==> config.mk <==
export PLATFORM = sky130hd
export DESIGN_NAME = time_counter_gen
export DESIGN_NICKNAME = d
export VERILOG_FILES = /design/src/rtl/time_counter_gen.sv
export SDC_FILE = /design/constraint.sdc
export NUM_CORES = 1
export LEC_CHECK = 0
export ABC_AREA = 1
export ABC_CLOCK_PERIOD_IN_PS = 7800
export CORE_ASPECT_RATIO = 1.25
export CORE_MARGIN = 2
export CORE_UTILIZATION = 56
export DETAILED_ROUTE_END_ITERATION = 8
export GPL_TIMING_DRIVEN = 0
export PLACE_DENSITY_LB_ADDON = 0.1
export REMOVE_ABC_BUFFERS = 1
export SLEW_MARGIN = 5
export SYNTH_ARGS = -nofsm -noshare
export SYNTH_HDL_FRONTEND = slang
export SYNTH_SLANG_ARGS = --single-unit
==> constraint.sdc <==
create_clock -name clk -period 7.8 [get_ports clk]
set_clock_uncertainty 0.2 [all_clocks]
set_input_delay 2.34 -clock clk [delete_from_list [all_inputs] [get_ports clk]]
set_output_delay 2.34 -clock clk [all_outputs]
set_load 0.05 [all_outputs]
==> src/rtl/time_counter_gen.sv <==
// time_counter_gen: BCD time-of-day counter.
// State is kept as canonical 24-hour BCD (hour 00-23, minute 00-59, second 00-59).
// The 12-hour view is applied only on the outputs and when interpreting loads.
module time_counter_gen #(
    parameter bit SEC_EN = 1'b0
) (
    input  logic       clk,
    input  logic       reset,
    input  logic       tick,
    input  logic       mode_12h,
    input  logic       load_new,
    input  logic [3:0] new_ms_hr,
    input  logic [3:0] new_ls_hr,
    input  logic [3:0] new_ms_min,
    input  logic [3:0] new_ls_min,
    input  logic [3:0] new_ms_sec,
    input  logic [3:0] new_ls_sec,
    input  logic       new_pm,
    input  logic       adj_hr,
    input  logic       adj_min,
    output logic [3:0] ms_hr,
    output logic [3:0] ls_hr,
    output logic [3:0] ms_min,
    output logic [3:0] ls_min,
    output logic [3:0] ms_sec,
    output logic [3:0] ls_sec,
    output logic       pm,
    output logic       day_wrap,
    output logic       load_err
);

    // Packed BCD fields: [7:4] tens digit, [3:0] units digit.
    logic [7:0] hr_reg, hr_next;
    logic [7:0] min_reg, min_next;
    logic [7:0] sec_reg, sec_next;
    logic       day_wrap_reg, day_wrap_next;
    logic       load_err_reg, load_err_next;

    // Binary 0..23 to two BCD digits.
    function automatic logic [7:0] to_bcd(input logic [7:0] v);
        logic [3:0] tens;
        tens = (v >= 8'd20) ? 4'd2 : (v >= 8'd10) ? 4'd1 : 4'd0;
        return {tens, 4'(v - 8'(tens) * 8'd10)};
    endfunction

    // BCD increment modulo 60 (minutes and seconds).
    function automatic logic [7:0] inc_mod60(input logic [7:0] v);
        if (v[3:0] == 4'd9)
            return (v[7:4] == 4'd5) ? 8'h00 : {v[7:4] + 4'd1, 4'd0};
        return {v[7:4], v[3:0] + 4'd1};
    endfunction

    // BCD increment modulo 24 (hours); 09->10 and 19->20 carry into the tens digit.
    function automatic logic [7:0] inc_hr(input logic [7:0] v);
        if (v == 8'h23)
            return 8'h00;
        if (v[3:0] == 4'd9)
            return {v[7:4] + 4'd1, 4'd0};
        return {v[7:4], v[3:0] + 4'd1};
    endfunction

    logic       digits_ok;
    logic       hour_ok;
    logic [7:0] new_hr_bin;
    logic [7:0] canon_hr_bin;

    // Load validation and conversion of a 12-hour load to canonical hour.
    always_comb begin
        new_hr_bin = 8'(new_ms_hr) * 8'd10 + 8'(new_ls_hr);
        digits_ok  = (new_ms_hr <= 4'd9) && (new_ls_hr <= 4'd9) &&
                     (new_ms_min <= 4'd5) && (new_ls_min <= 4'd9) &&
                     (!SEC_EN || ((new_ms_sec <= 4'd5) && (new_ls_sec <= 4'd9)));
        hour_ok    = mode_12h ? ((new_hr_bin >= 8'd1) && (new_hr_bin <= 8'd12))
                              : (new_hr_bin <= 8'd23);
        canon_hr_bin = new_hr_bin;
        if (mode_12h) begin
            if (new_hr_bin == 8'd12)
                canon_hr_bin = new_pm ? 8'd12 : 8'd0;
            else if (new_pm)
                canon_hr_bin = new_hr_bin + 8'd12;
        end
    end

    // Next state: load beats adjust beats tick; losers in the same cycle are dropped.
    always_comb begin
        hr_next       = hr_reg;
        min_next      = min_reg;
        sec_next      = sec_reg;
        day_wrap_next = 1'b0;
        load_err_next = 1'b0;
        if (load_new) begin
            if (digits_ok && hour_ok) begin
                hr_next  = to_bcd(canon_hr_bin);
                min_next = {new_ms_min, new_ls_min};
                sec_next = SEC_EN ? {new_ms_sec, new_ls_sec} : 8'h00;
            end else begin
                load_err_next = 1'b1;
            end
        end else if (adj_hr || adj_min) begin
            if (adj_min) begin
                min_next = inc_mod60(min_reg);
                sec_next = 8'h00;
            end
            if (adj_hr)
                hr_next = inc_hr(hr_reg);
        end else if (tick) begin
            if (SEC_EN)
                sec_next = inc_mod60(sec_reg);
            // Without seconds the tick feeds the minute field directly.
            if (!SEC_EN || (sec_reg == 8'h59)) begin
                min_next = inc_mod60(min_reg);
                if (min_reg == 8'h59) begin
                    hr_next = inc_hr(hr_reg);
                    if (hr_reg == 8'h23)
                        day_wrap_next = 1'b1;
                end
            end
        end
    end

    // State register with synchronous reset to 00:00:00 and no pending pulses.
    always_ff @(posedge clk) begin
        if (reset) begin
            hr_reg       <= 8'h00;
            min_reg      <= 8'h00;
            sec_reg      <= 8'h00;
            day_wrap_reg <= 1'b0;
            load_err_reg <= 1'b0;
        end else begin
            hr_reg       <= hr_next;
            min_reg      <= min_next;
            sec_reg      <= sec_next;
            day_wrap_reg <= day_wrap_next;
            load_err_reg <= load_err_next;
        end
    end

    logic [7:0] hr_bin;
    logic [7:0] disp_hr;

    // Display mapping: 12-hour view shows 00 as 12 and 13-23 as 01-11.
    always_comb begin
        hr_bin  = 8'(hr_reg[7:4]) * 8'd10 + 8'(hr_reg[3:0]);
        disp_hr = hr_reg;
        if (mode_12h) begin
            if (hr_bin == 8'd0)
                disp_hr = 8'h12;
            else if (hr_bin > 8'd12)
                disp_hr = to_bcd(hr_bin - 8'd12);
        end
    end

    assign ms_hr    = disp_hr[7:4];
    assign ls_hr    = disp_hr[3:0];
    assign ms_min   = min_reg[7:4];
    assign ls_min   = min_reg[3:0];
    assign ms_sec   = sec_reg[7:4];
    assign ls_sec   = sec_reg[3:0];
    assign pm       = (hr_bin >= 8'd12);
    assign day_wrap = day_wrap_reg;
    assign load_err = load_err_reg;

endmodule

======== Word level (Yosys, flattened, before mapping) ========
Cells that the tools add are included.
operators by class
  add/subtract/negate cells ............... 10
  multiply operators ...................... 4
  bitwise operators ....................... 3
  eq/ne operators ......................... 11
  magnitude comparators ................... 13
  muxes and demuxes ....................... 63
  reduce and logical (&&, ||, !) cells .... 20
operators by type and width
  cell                   number
  $mux W8                31
  $mux W1                29
  $ge A8 B4 Y1 const B   3
  $add A4 B1 Y4 const B  4
  $add A8 B4 Y8          2
  $ge A8 B5 Y1 const B   2
  $mul A4 B3 Y7 const B  2
  $le A4 B4 Y1 const B   3
  $reduce_bool A3 Y1     3
  $add A8 B4 Y8 const B  1
  $eq A4 B4 Y1 const B   2
  $eq A8 B4 Y1 const B   1
  $eq A8 B6 Y1 const B   1
  $eq A8 B7 Y1 const B   1
  $ge A8 B1 Y1 const B   1
  $gt A8 B4 Y1 const B   1
  $le A8 B4 Y1 const B   1
  $le A8 B5 Y1 const B   1
  $logic_not A8 Y1       1
  $sub A4 B4 Y4          2
  $sub A8 B4 Y8 const B  1
  $mul A2 B3 Y3 const B  2
  $ne A3 B3 Y1 const B   2
  $reduce_and A3 Y1      2
  other kinds (17)       25
word-level totals
  input bits .............................. 32
  register bits ........................... 26
  output and inout bits ................... 27

======== Depth between registers and ports, before layout ========
Gate-level depths: netlist of the first run.
  depth in word-level cells ............... 17
  mapped depth ............................ 29

======== Worst setup path before layout of the first run ========
OpenSTA, ideal clock, no wires.
  kind .................................... flip-flop to output port
  start point ............................. register hr_reg[7]
  end point ............................... output ls_hr[1]
  stages on the path, launching flop included .. 17
  slack ................................... 1.551 ns
  data required time ...................... 5.260 ns
  arrival ................................. 3.709 ns
  buffers on the path ..................... 0
  path through ............................ dfxtp_1 ha_1 ha_1 fa_1 nand2_1 inv_1 nand2_1 xnor2_1 nor2_2 nand2_1 xor2_1 nor3_2 nand3_2 inv_1 ha_1 or2_2 a22oi_1
on the way
  word-level cells in the longest chain between the ends .. 11
  elaborated cells on any way between the ends .. 14
ends and longest elaborated chain
  what                      RTL line  text
  start: declaration        33        logic [7:0] hr_reg, hr_next;
  start signal: assignment  130       hr_reg <= hr_next;
  $mul A4 B3 Y7 *           143       hr_bin = 8'(hr_reg[7:4]) * 8'd10 + 8'(hr_reg[3:0]);
  $add A8 B4 Y8 *           143
  $sub A8 B4 Y8             149       disp_hr = to_bcd(hr_bin - 8'd12);
  $ge A8 B4 Y1              42        tens = (v >= 8'd20) ? 4'd2 : (v >= 8'd10) ? 4'd1 : 4'd0;
  $mux W1                   42
  $mux W2                   42
  $mul A2 B3 Y3             43        return {tens, 4'(v - 8'(tens) * 8'd10)};
  $sub A4 B4 Y4             43
  $mux W8                   148       else if (hr_bin > 8'd12)
  $mux W8 *                 146       if (hr_bin == 8'd0)
  $mux W8 *                 145       if (mode_12h) begin
  end: declaration          22        output logic [3:0] ls_hr,
Every way passes the cells marked *; elsewhere a longest branch is shown, timed or not.

======== Worst setup path after layout of the first run ========
  start point ............................. register hr_reg[5]
  end point ............................... output ls_hr[3]
The elaborated chain is that of the path after synthesis.

==> impl_metrics.json, run 1 <==
{
  "status": "complete, no violations",
  "gp_congestion": 0.836,
  "worst_slew_pin_slew_ns": 0.796,
  "clk_path_buf_depth": 2,
  "fmax_mhz": 137,
  "pwr_density_cell_mw_per_mm2": 143,
  "power_w": 0.000461,
  "wl_met3_um": 183,
  "syn_inst": 414,
  "chipHeight_um": 82.0,
  "postCtsSetupBuffers": 0,
  "post-route-min-period_ns": 7.30,
  "grt_pass1_vias": 2511,
  "synth.yosys.warnings": 0,
  "synthArstFlopShare": 0,
  "synth.yosys.seq_area_share": 0.132,
  "multiInputGateArea_mm2": 0.00207,
  "grt_setup_unrepaired": "no",
  "drc": 0,
  "hpwl_um": 5030,
  "drive_gt1_frac": 0.104,
  "ir_worst_vdd_v": 0.000120,
  "wl_met2_um": 3250,
  "drt-total-wl_um": 6100,
  "num-fill-cells": 435,
  "setup_viol": 0,
  "area_delta_synth_final_pct": 18.2,
  "htree_levels": 1,
  "ys.flop_type": "dfxtp_1",
  "wire_per_inst_um": 11.9,
  "startpoint_type": "flip-flop",
  "drtPass1Iterations": 4,
  "nNetsFinal": 521,
  "grt_pass1_wl_um": 10200,
  "ys_types": 49,
  "worstPathArrival_ns": 4.76,
  "postSynthAreaPerCell_um2": 6.59,
  "synth_enable_flop_cells": 0,
  "cts_resized": 0,
  "reg2reg_depth": 10,
  "initial_utilization": 0.577,
  "whs_path_depth": 2,
  "slew_headroom": 0.468,
  "numCtsBuffers": 3,
  "cp-end-kind": "output pin",
  "grt_max_degree": 23,
  "clock_latency_ns": 0.26,
  "insertedDiodeCount": 0,
  "syn-cell-area_mm2": 0.00273,
  "required_ns": 5.26,
  "fin_tns_setup_ns": 0,
  "cts_hold_buf": 0,
  "drt_iter0_drc": 104,
  "cts_root_buf": "clkbuf_8",
  "cts_tree": "built",
  "drt-met1-wl_um": 2560,
  "path_class": "reg2out",
  "rows": 28,
  "power_leakage_nw": 1.55,
  "cts_sinks": 18,
  "die_w_um": 66.4,
  "antenna_found_initial": 0,
  "ant_nets": 0,
  "seqCellArea_um2": 360,
  "grtUsageTotal": 0.232,
  "io_pins": 59,
  "ys_ff_latch": 18,
  "crit_fanout": 7,
  "min_period_over_period": 0.935,
  "vias": 2705,
  "die_area_mm2": 0.00545,
  "io_buffers": 42,
  "core-area_mm2": 0.00473,
  "viasPerCell": 5.26,
  "cap_violations": 0,
  "drv_slew": 0,
  "grt_overflow_total": 0,
  "final-hold-violation-count": 0,
  "clkTransAtPathRegs_ns": 0.08,
  "min_path_type": "reg2reg",
  "top_layer_used": "met4"
}
## path summary, 6_finish.rpt
kind | from | end | slack [ns]
worst max-delay path | hr_reg[5]$_SDFFE_PP0P_ | ls_hr[3] | 0.50
worst min-delay path | min_reg[5]$_SDFFE_PP0P_ | min_reg[5]$_SDFFE_PP0P_ | 0.33
worst max register to register | min_reg[4]$_SDFFE_PP0P_ | hr_reg[6]$_SDFFE_PP0P_ | 5.48
worst min register to register | min_reg[5]$_SDFFE_PP0P_ | min_reg[5]$_SDFFE_PP0P_ | 0.33
## cell usage after synthesis (5+ instances only)
cell type	n	area share
nand4_1	7	0.016
nor2_1	30	0.041
inv_1	61	0.084
buf_4	8	0.022
inv_2	5	0.0069
nand3_1	24	0.044
xnor2_1	5	0.016
a21oi_1	21	0.039
fa_1	5	0.037
ha_1	29	0.13
o21ai_0	31	0.057
xor2_1	12	0.039
nand2_1	83	0.11
nand2_2	11	0.025
a31oi_1	5	0.011
nor2_2	5	0.011
dfxtp_1	18	0.13
## where the power goes
part / switching [W] / total (W) / leakage [nW] / internal, W
registers: 0.00000894 / 0.000107 / 0.148 / 0.0000983
clock network: 0.0000346 / 0.0000796 / 0.0288 / 0.0000449
logic: 0.000178 / 0.000274 / 1.37 / 0.0000960
total: 0.000222 / 0.000461 / 1.55 / 0.000239
## layout by cell type (no fill, tap or decap), types with 4 or more instances in the layout
master           netlist  layout
nand2_2               11      11
clkdlybuf4s50_1        0      42
o21ai_0               31      31
inv_2                  5       5
nand2_1               83      83
dfxtp_1               18      18
a31oi_1                5       5
ha_1                  29      29
inv_1                 61      61
nand4_1                7       7
conb_1                 1       8
nor2_1                30      30
clkbuf_8               0       4
o21ai_1                4       4
nand3_1               24      24
xor2_1                12      12
nor2_2                 5       5
a21oi_1               21      21
fa_1                   5       5
xnor2_1                5       5
## critical path, stage by stage, from the launching register on
cell	delay, ns
dfxtp_1	0.48
ha_1	0.28
ha_1	0.22
fa_1	0.53
nand2_1	0.06
inv_1	0.08
nand2_1	0.06
xnor2_1	0.26
nor2_2	0.10
nand2_1	0.08
xor2_1	0.19
nor3_2	0.08
nand3_2	0.08
inv_1	0.06
ha_1	0.19
fa_1	0.37
xnor2_1	0.14
or2_0	0.22
nand3_1	0.07
nand2_1	0.06
o21ai_2	0.05
clkdlybuf4s50_1	0.82
## metal layers
metal | track usage | up-vias
met4 | 0.0510 | 0
met5 | 0 | -
met2 | 0.481 | 52
li1 | - | 1425
met3 | 0.0329 | 8
met1 | 0.239 | 1220
## stage by stage
stage / utilization / cells / hold WS, ns / cell area (µm²) / setup WS [ns]
2_1_floorplan: - / 408 / 0.314 / 2670 / 1.55
3_3_place_gp: 0.670 / 510 / 0.300 / 3170 / 0.761
3_5_place_dp: 0.670 / 510 / 0.311 / 3170 / 0.748
4_1_cts: 0.682 / 514 / 0.325 / 3220 / 0.495
5_1_grt: 0.682 / 514 / 0.393 / 3220 / 0.197
6_report: 0.682 / 514 / 0.329 / 3220 / 0.505
## final cells by class
cell class / instances / share of cell area
clock buffer: 4 / 0.0171
inverter: 66 / 0.0768
multi-input combinational: 324 / 0.641
sequential: 18 / 0.112
tap: 60 / 0.0233
timing repair buffer: 42 / 0.130
## logic make-up (layout without fill, tap and decap cells)
kind of cell / count (synthesis) / count (layout) / share of synthesized area
adders and majority gates: 34 / 34 / 0.170
and+or+nand+nor: 186 / 186 / 0.342
other: 1 / 8 / 0.00137
xor gates and xnor gates: 19 / 19 / 0.0665
AOI/OAI and AO/OA: 77 / 77 / 0.168
buffers and inverters: 79 / 112 / 0.121
DFF: 18 / 18 / 0.132
(Power assumes the default switching activity.)
==> run 2, diff against run 1 <==
--- a/config.mk
+++ b/config.mk
@@ -7,14 +7,16 @@
 export LEC_CHECK = 0
 export ABC_AREA = 1
 export ABC_CLOCK_PERIOD_IN_PS = 7800
+export CELL_PAD_IN_SITES_DETAIL_PLACEMENT = 2
+export CELL_PAD_IN_SITES_GLOBAL_PLACEMENT = 2
 export CORE_ASPECT_RATIO = 1.25
 export CORE_MARGIN = 2
-export CORE_UTILIZATION = 56
+export CORE_UTILIZATION = 30
 export DETAILED_ROUTE_END_ITERATION = 8
 export GPL_TIMING_DRIVEN = 0
 export PLACE_DENSITY_LB_ADDON = 0.1
 export REMOVE_ABC_BUFFERS = 1
-export SLEW_MARGIN = 5
+export SLEW_MARGIN = 0
 export SYNTH_ARGS = -nofsm -noshare
 export SYNTH_HDL_FRONTEND = slang
 export SYNTH_SLANG_ARGS = --single-unit
==> impl_metrics.json, run 2 (same netlist as run 1, synthesis figures left out) <==
{
  "status": "complete, no violations",
  "cts_tree": "built",
  "worstReg2RegStart": "min_reg[4]$_SDFFE_PP0P_",
  "final_common_cell": "nand2_1",
  "whs_path_depth": 2,
  "power_w": 0.000474,
  "cp-end-kind": "output pin",
  "area_delta_synth_final_pct": 21.0,
  "rows": 38,
  "die_area_mm2": 0.00988,
  "grt_setup_unrepaired": "no",
  "min_path_type": "reg2reg",
  "drc": 0,
  "num-fill-cells": 1109,
  "slowest_delay_ns": 0.84,
  "final-hold-violation-count": 0,
  "pwr_density_cell_mw_per_mm2": 144,
  "slew_headroom": 0.414,
  "multiInputGateArea_mm2": 0.00207,
  "clock_latency_ns": 0.26,
  "grt_overflow_total": 0,
  "grtUsageTotal": 0.179,
  "slowest_stage": "clkdlybuf4s50_1",
  "r2r_end": "hr_reg[6]$_SDFFE_PP0P_",
  "reg2reg_depth": 10,
  "required_ns": 5.26,
  "drive_gt1_frac": 0.104,
  "chipHeight_um": 111,
  "antenna_found_initial": 0,
  "clk_path_buf_depth": 2,
  "vias": 2862,
  "ant_nets": 0,
  "insertedDiodeCount": 0,
  "cts_root_buf": "clkbuf_8",
  "drt-total-wl_um": 8570,
  "numCtsBuffers": 3,
  "drt_iter0_drc": 57,
  "cap_violations": 0,
  "io_buffers": 42,
  "postCtsSetupBuffers": 0,
  "min_from": "min_reg[5]$_SDFFE_PP0P_",
  "crit_fanout": 7,
  "wire_per_inst_um": 14.9,
  "drtPass1Iterations": 4,
  "setup_viol": 0,
  "startpoint_type": "flip-flop",
  "path_cells": "ha_1, ha_1, fa_1, nand2_1, inv_1, nand2_1, xnor2_1, nor2_2, nand2_1, xor2_1, nor3_2, nand3_2, inv_1, ha_1, fa_1, a21oi_1, o2bb2ai_1, clkdlybuf4s50_1",
  "core-area_mm2": 0.00875,
  "post-route-min-period_ns": 7.32,
  "initial_utilization": 0.312,
  "fin_tns_setup_ns": 0,
  "cts_sinks": 18,
  "ir_worst_vdd_v": 0.0000572,
  "r2r_setup_slack_ns": 5.44,
  "grt_pass1_wl_um": 14500,
  "fmax_mhz": 137,
  "drv_slew": 0,
  "hpwl_um": 7370,
  "viasPerCell": 4.99,
  "seqCellArea_um2": 360,
  "final_cell_mix": "83 x nand2_1, 61 x inv_1, 41 x clkdlybuf4s50_1",
  "clkTransAtPathRegs_ns": 0.07,
  "die_w_um": 89.3,
  "worst_slew_pin_slew_ns": 0.876,
  "whs_endpoint": "min_reg[5]$_SDFFE_PP0P_",
  "power_leakage_nw": 1.56,
  "gp_congestion": 0.754,
  "min_period_over_period": 0.939,
  "grt_max_degree": 23,
  "nNetsFinal": 521,
  "path_class": "reg2out",
  "worstPathArrival_ns": 4.78,
  "htree_levels": 1,
  "grt_pass1_vias": 3140,
  "io_pins": 59
}
==> run 2: worst max-delay path, delay by kind of cell (launching register included) <==
family,cells,cell delay [ns]
and+or+nand+nor,6,0.75
AOI/OAI and AO/OA,2,0.29
DFF,1,0.49
adders and majority gates,5,1.65
buffers and inverters,3,1.01
xor gates and xnor gates,2,0.34
==> run 2: worst max-delay path by stage <==
| stage | start | endpoint | slack (ns) | cells past startpoint |
|---|---|---|---|---|
| 3_5_place_dp | hr_reg[5]$_SDFFE_PP0P_ | ls_hr[3] | 0.63 | 21 |
| 3_3_place_gp | mode_12h | ls_hr[2] | 0.66 | 5 |
| 6_report | hr_reg[5]$_SDFFE_PP0P_ | ls_hr[2] | 0.48 | 18 |
| 2_1_floorplan | hr_reg[7]$_SDFFE_PP0P_ | ls_hr[1] | 1.55 | 16 |
| 5_1_grt | hr_reg[7]$_SDFFE_PP0P_ | ls_hr[2] | 0.13 | 18 |
| 4_1_cts | hr_reg[7]$_SDFFE_PP0P_ | ls_hr[3] | 0.32 | 21 |
==> run 2: timing repair <==
item | in CTS | in global routing
gates resized for setup | 0 | 1
hold buffers | 0 | 0
setup endpoints to repair | 0 | 1
==> run 2: routing by layer <==
metal	track usage	share of wire
met2	0.364	0.58
met4	0.0299	0.0072
met3	0.0142	0.015
met5	0	0
met1	0.192	0.40
==> run 2: report_power, final <==
group	leakage (nW)	switching, W	total (W)	internal (W)
clock network	0.0288	0.0000351	0.0000800	0.0000449
logic	1.39	0.000190	0.000287	0.0000967
registers	0.148	0.00000951	0.000108	0.0000983
total	1.56	0.000234	0.000474	0.000240
==> run 2: final cells by class <==
cell class | instances | share of cell area
inverters | 66 | 0.0750
well taps | 120 | 0.0455
clock buffers | 4 | 0.0167
flip-flops and latches | 18 | 0.109
multi-input cells | 324 | 0.626
repair buffers | 42 | 0.128
==> run 2: through the flow <==
| step | hold WS, ns | area, µm² | cells | setup slack [ns] | util |
|---|---|---|---|---|---|
| final | 0.336 | 3300 | 574 | 0.477 | 0.377 |
| after global routing | 0.372 | 3300 | 574 | 0.125 | 0.377 |
| after CTS | 0.330 | 3300 | 574 | 0.318 | 0.377 |
| after detailed placement | 0.320 | 3240 | 570 | 0.629 | 0.371 |
| after global placement | 0.307 | 3240 | 570 | 0.659 | 0.371 |
| after floorplan | 0.314 | 2670 | 408 | 1.55 | - |
==> run 3, diff against run 2 <==
--- a/config.mk
+++ b/config.mk
@@ -11,7 +11,7 @@
 export CELL_PAD_IN_SITES_GLOBAL_PLACEMENT = 2
 export CORE_ASPECT_RATIO = 1.25
 export CORE_MARGIN = 2
-export CORE_UTILIZATION = 30
+export CORE_UTILIZATION = 25
 export DETAILED_ROUTE_END_ITERATION = 8
 export GPL_TIMING_DRIVEN = 0
 export PLACE_DENSITY_LB_ADDON = 0.1
==> impl_metrics.json, run 3 (same netlist as run 1, synthesis figures left out) <==
{
  "status": "complete, no violations",
  "r2r_end": "hr_reg[6]$_SDFFE_PP0P_",
  "post-route-min-period_ns": 7.36,
  "reg2reg_depth": 10,
  "final_util": 0.315,
  "hold_ws_ns": 0.342,
  "nNetsFinal": 521,
  "io_pins": 59,
  "slew_headroom": 0.444,
  "cts_resized": 0,
  "cts_sinks": 18,
  "wire_per_inst_um": 14.6,
  "insertedDiodeCount": 0,
  "cts_root_buf": "clkbuf_16",
  "grt_setup_unrepaired": "no",
  "worstPathArrival_ns": 4.82,
  "startpoint_type": "flip-flop",
  "grt_pass1_wl_um": 14500,
  "drive_gt1_frac": 0.104,
  "grt_overflow_total": 0,
  "required_ns": 5.26,
  "min_period_over_period": 0.944,
  "gp_congestion": 0.741,
  "chipHeight_um": 121,
  "fmax_mhz": 136,
  "final_common_cell": "nand2_1",
  "setup_viol": 0,
  "drc": 0,
  "core-area_mm2": 0.0106,
  "final_cell_mix": "83 x nand2_1, 61 x inv_1, 42 x clkdlybuf4s50_1",
  "drt_iter0_drc": 45,
  "htree_levels": 1,
  "clk_path_buf_depth": 2,
  "viasPerCell": 4.73,
  "die_w_um": 97.4,
  "path_class": "reg2out",
  "grt_pass1_vias": 3042,
  "ant_nets": 0,
  "grt_max_degree": 23,
  "area_delta_synth_final_pct": 22.7,
  "min_path_type": "reg2reg",
  "initial_utilization": 0.257,
  "crit_end": "ls_hr[3]",
  "postCtsSetupBuffers": 0,
  "cts_hold_buf": 0,
  "fin_tns_setup_ns": 0,
  "pwr_density_cell_mw_per_mm2": 152,
  "startpoint": "hr_reg[5]$_SDFFE_PP0P_",
  "vias": 2770,
  "drv_slew": 0,
  "num-fill-cells": 1316,
  "grtUsageTotal": 0.149,
  "crit_fanout": 7,
  "drt-total-wl_um": 8570,
  "die_area_mm2": 0.0118,
  "r2r_setup_slack_ns": 5.42,
  "rows": 42,
  "power_leakage_nw": 1.56,
  "worst_slew_pin_slew_ns": 0.832,
  "antenna_found_initial": 0,
  "cap_violations": 0,
  "clock_latency_ns": 0.25,
  "numCtsBuffers": 3,
  "drtPass1Iterations": 4,
  "clkTransAtPathRegs_ns": 0.06,
  "cp-end-kind": "output pin",
  "io_buffers": 42,
  "whs_path_depth": 2,
  "final-hold-violation-count": 0,
  "ir_worst_vdd_v": 0.0000743,
  "hpwl_um": 7360,
  "worstReg2RegStart": "min_reg[4]$_SDFFE_PP0P_",
  "cts_tree": "built"
}
run 3: changes by cell type in the layout (fill, tap and decap cells not counted), sizes merged:
cell,previous run,this run
clkdlybuf4s50,41,42
dlymetal6s2s,1,0
run 3: final cells by class:
cell class	instances	area, µm²	share of cell area
repair buffers	42	420	0.126
well taps	132	165	0.0493
flip-flops and latches	18	360	0.108
inverters	66	248	0.0740
clock buffers	4	88.8	0.0265
multi-input cells	324	2070	0.617
run 3: worst min-delay path by stage:
stage / startpoint / endpoint / slack (ns)
6_report: min_reg[5]$_SDFFE_PP0P_ / min_reg[5]$_SDFFE_PP0P_ / 0.34
2_1_floorplan: hr_reg[1]$_SDFFE_PP0P_ / hr_reg[1]$_SDFFE_PP0P_ / 0.31
4_1_cts: min_reg[5]$_SDFFE_PP0P_ / min_reg[5]$_SDFFE_PP0P_ / 0.34
3_5_place_dp: min_reg[5]$_SDFFE_PP0P_ / min_reg[5]$_SDFFE_PP0P_ / 0.33
5_1_grt: min_reg[5]$_SDFFE_PP0P_ / min_reg[5]$_SDFFE_PP0P_ / 0.39
3_3_place_gp: min_reg[5]$_SDFFE_PP0P_ / min_reg[5]$_SDFFE_PP0P_ / 0.32
run 3: worst max-delay path, stage by stage, from the launching register on:
cell and delay (ns):
dfxtp_1 0.49, ha_1 0.29, ha_1 0.23, fa_1 0.53, nand2_1 0.06, inv_1 0.08
nand2_1 0.07, xnor2_1 0.29, nor2_2 0.11, nand2_1 0.09, xor2_1 0.18, nor3_2 0.09
nand3_2 0.08, inv_1 0.06, ha_1 0.18, fa_1 0.37, xnor2_1 0.14, or2_0 0.22
nand3_1 0.07, nand2_1 0.06, o21ai_2 0.06, clkdlybuf4s50_1 0.82
run 3: power breakdown:
group          leakage, nW  switching, W  internal (W)  total [W]
logic                 1.37      0.000188     0.0000966   0.000284
registers            0.148    0.00000957     0.0000985   0.000108
clock network       0.0442     0.0000390     0.0000782   0.000117
total                 1.56      0.000236      0.000273   0.000510
run 3: metal layers:
metal  vias up  global-route usage  wire length (µm)
li1       1416                   -                 -
met3         4              0.0116                95
met5         -                   0                 0
met2        26               0.310              5000
met1      1324               0.164              3420
met4         0              0.0243                50
run 3: stage by stage:
step	setup slack, ns	area, µm²	power (W)	std cells
after global placement	0.621	3260	0.000394	582
final	0.440	3350	0.000510	586
after CTS	0.395	3350	0.000521	586
after detailed placement	0.590	3260	0.000401	582
after global routing	0.101	3350	0.000558	586
after floorplan	1.55	2670	0.000313	408
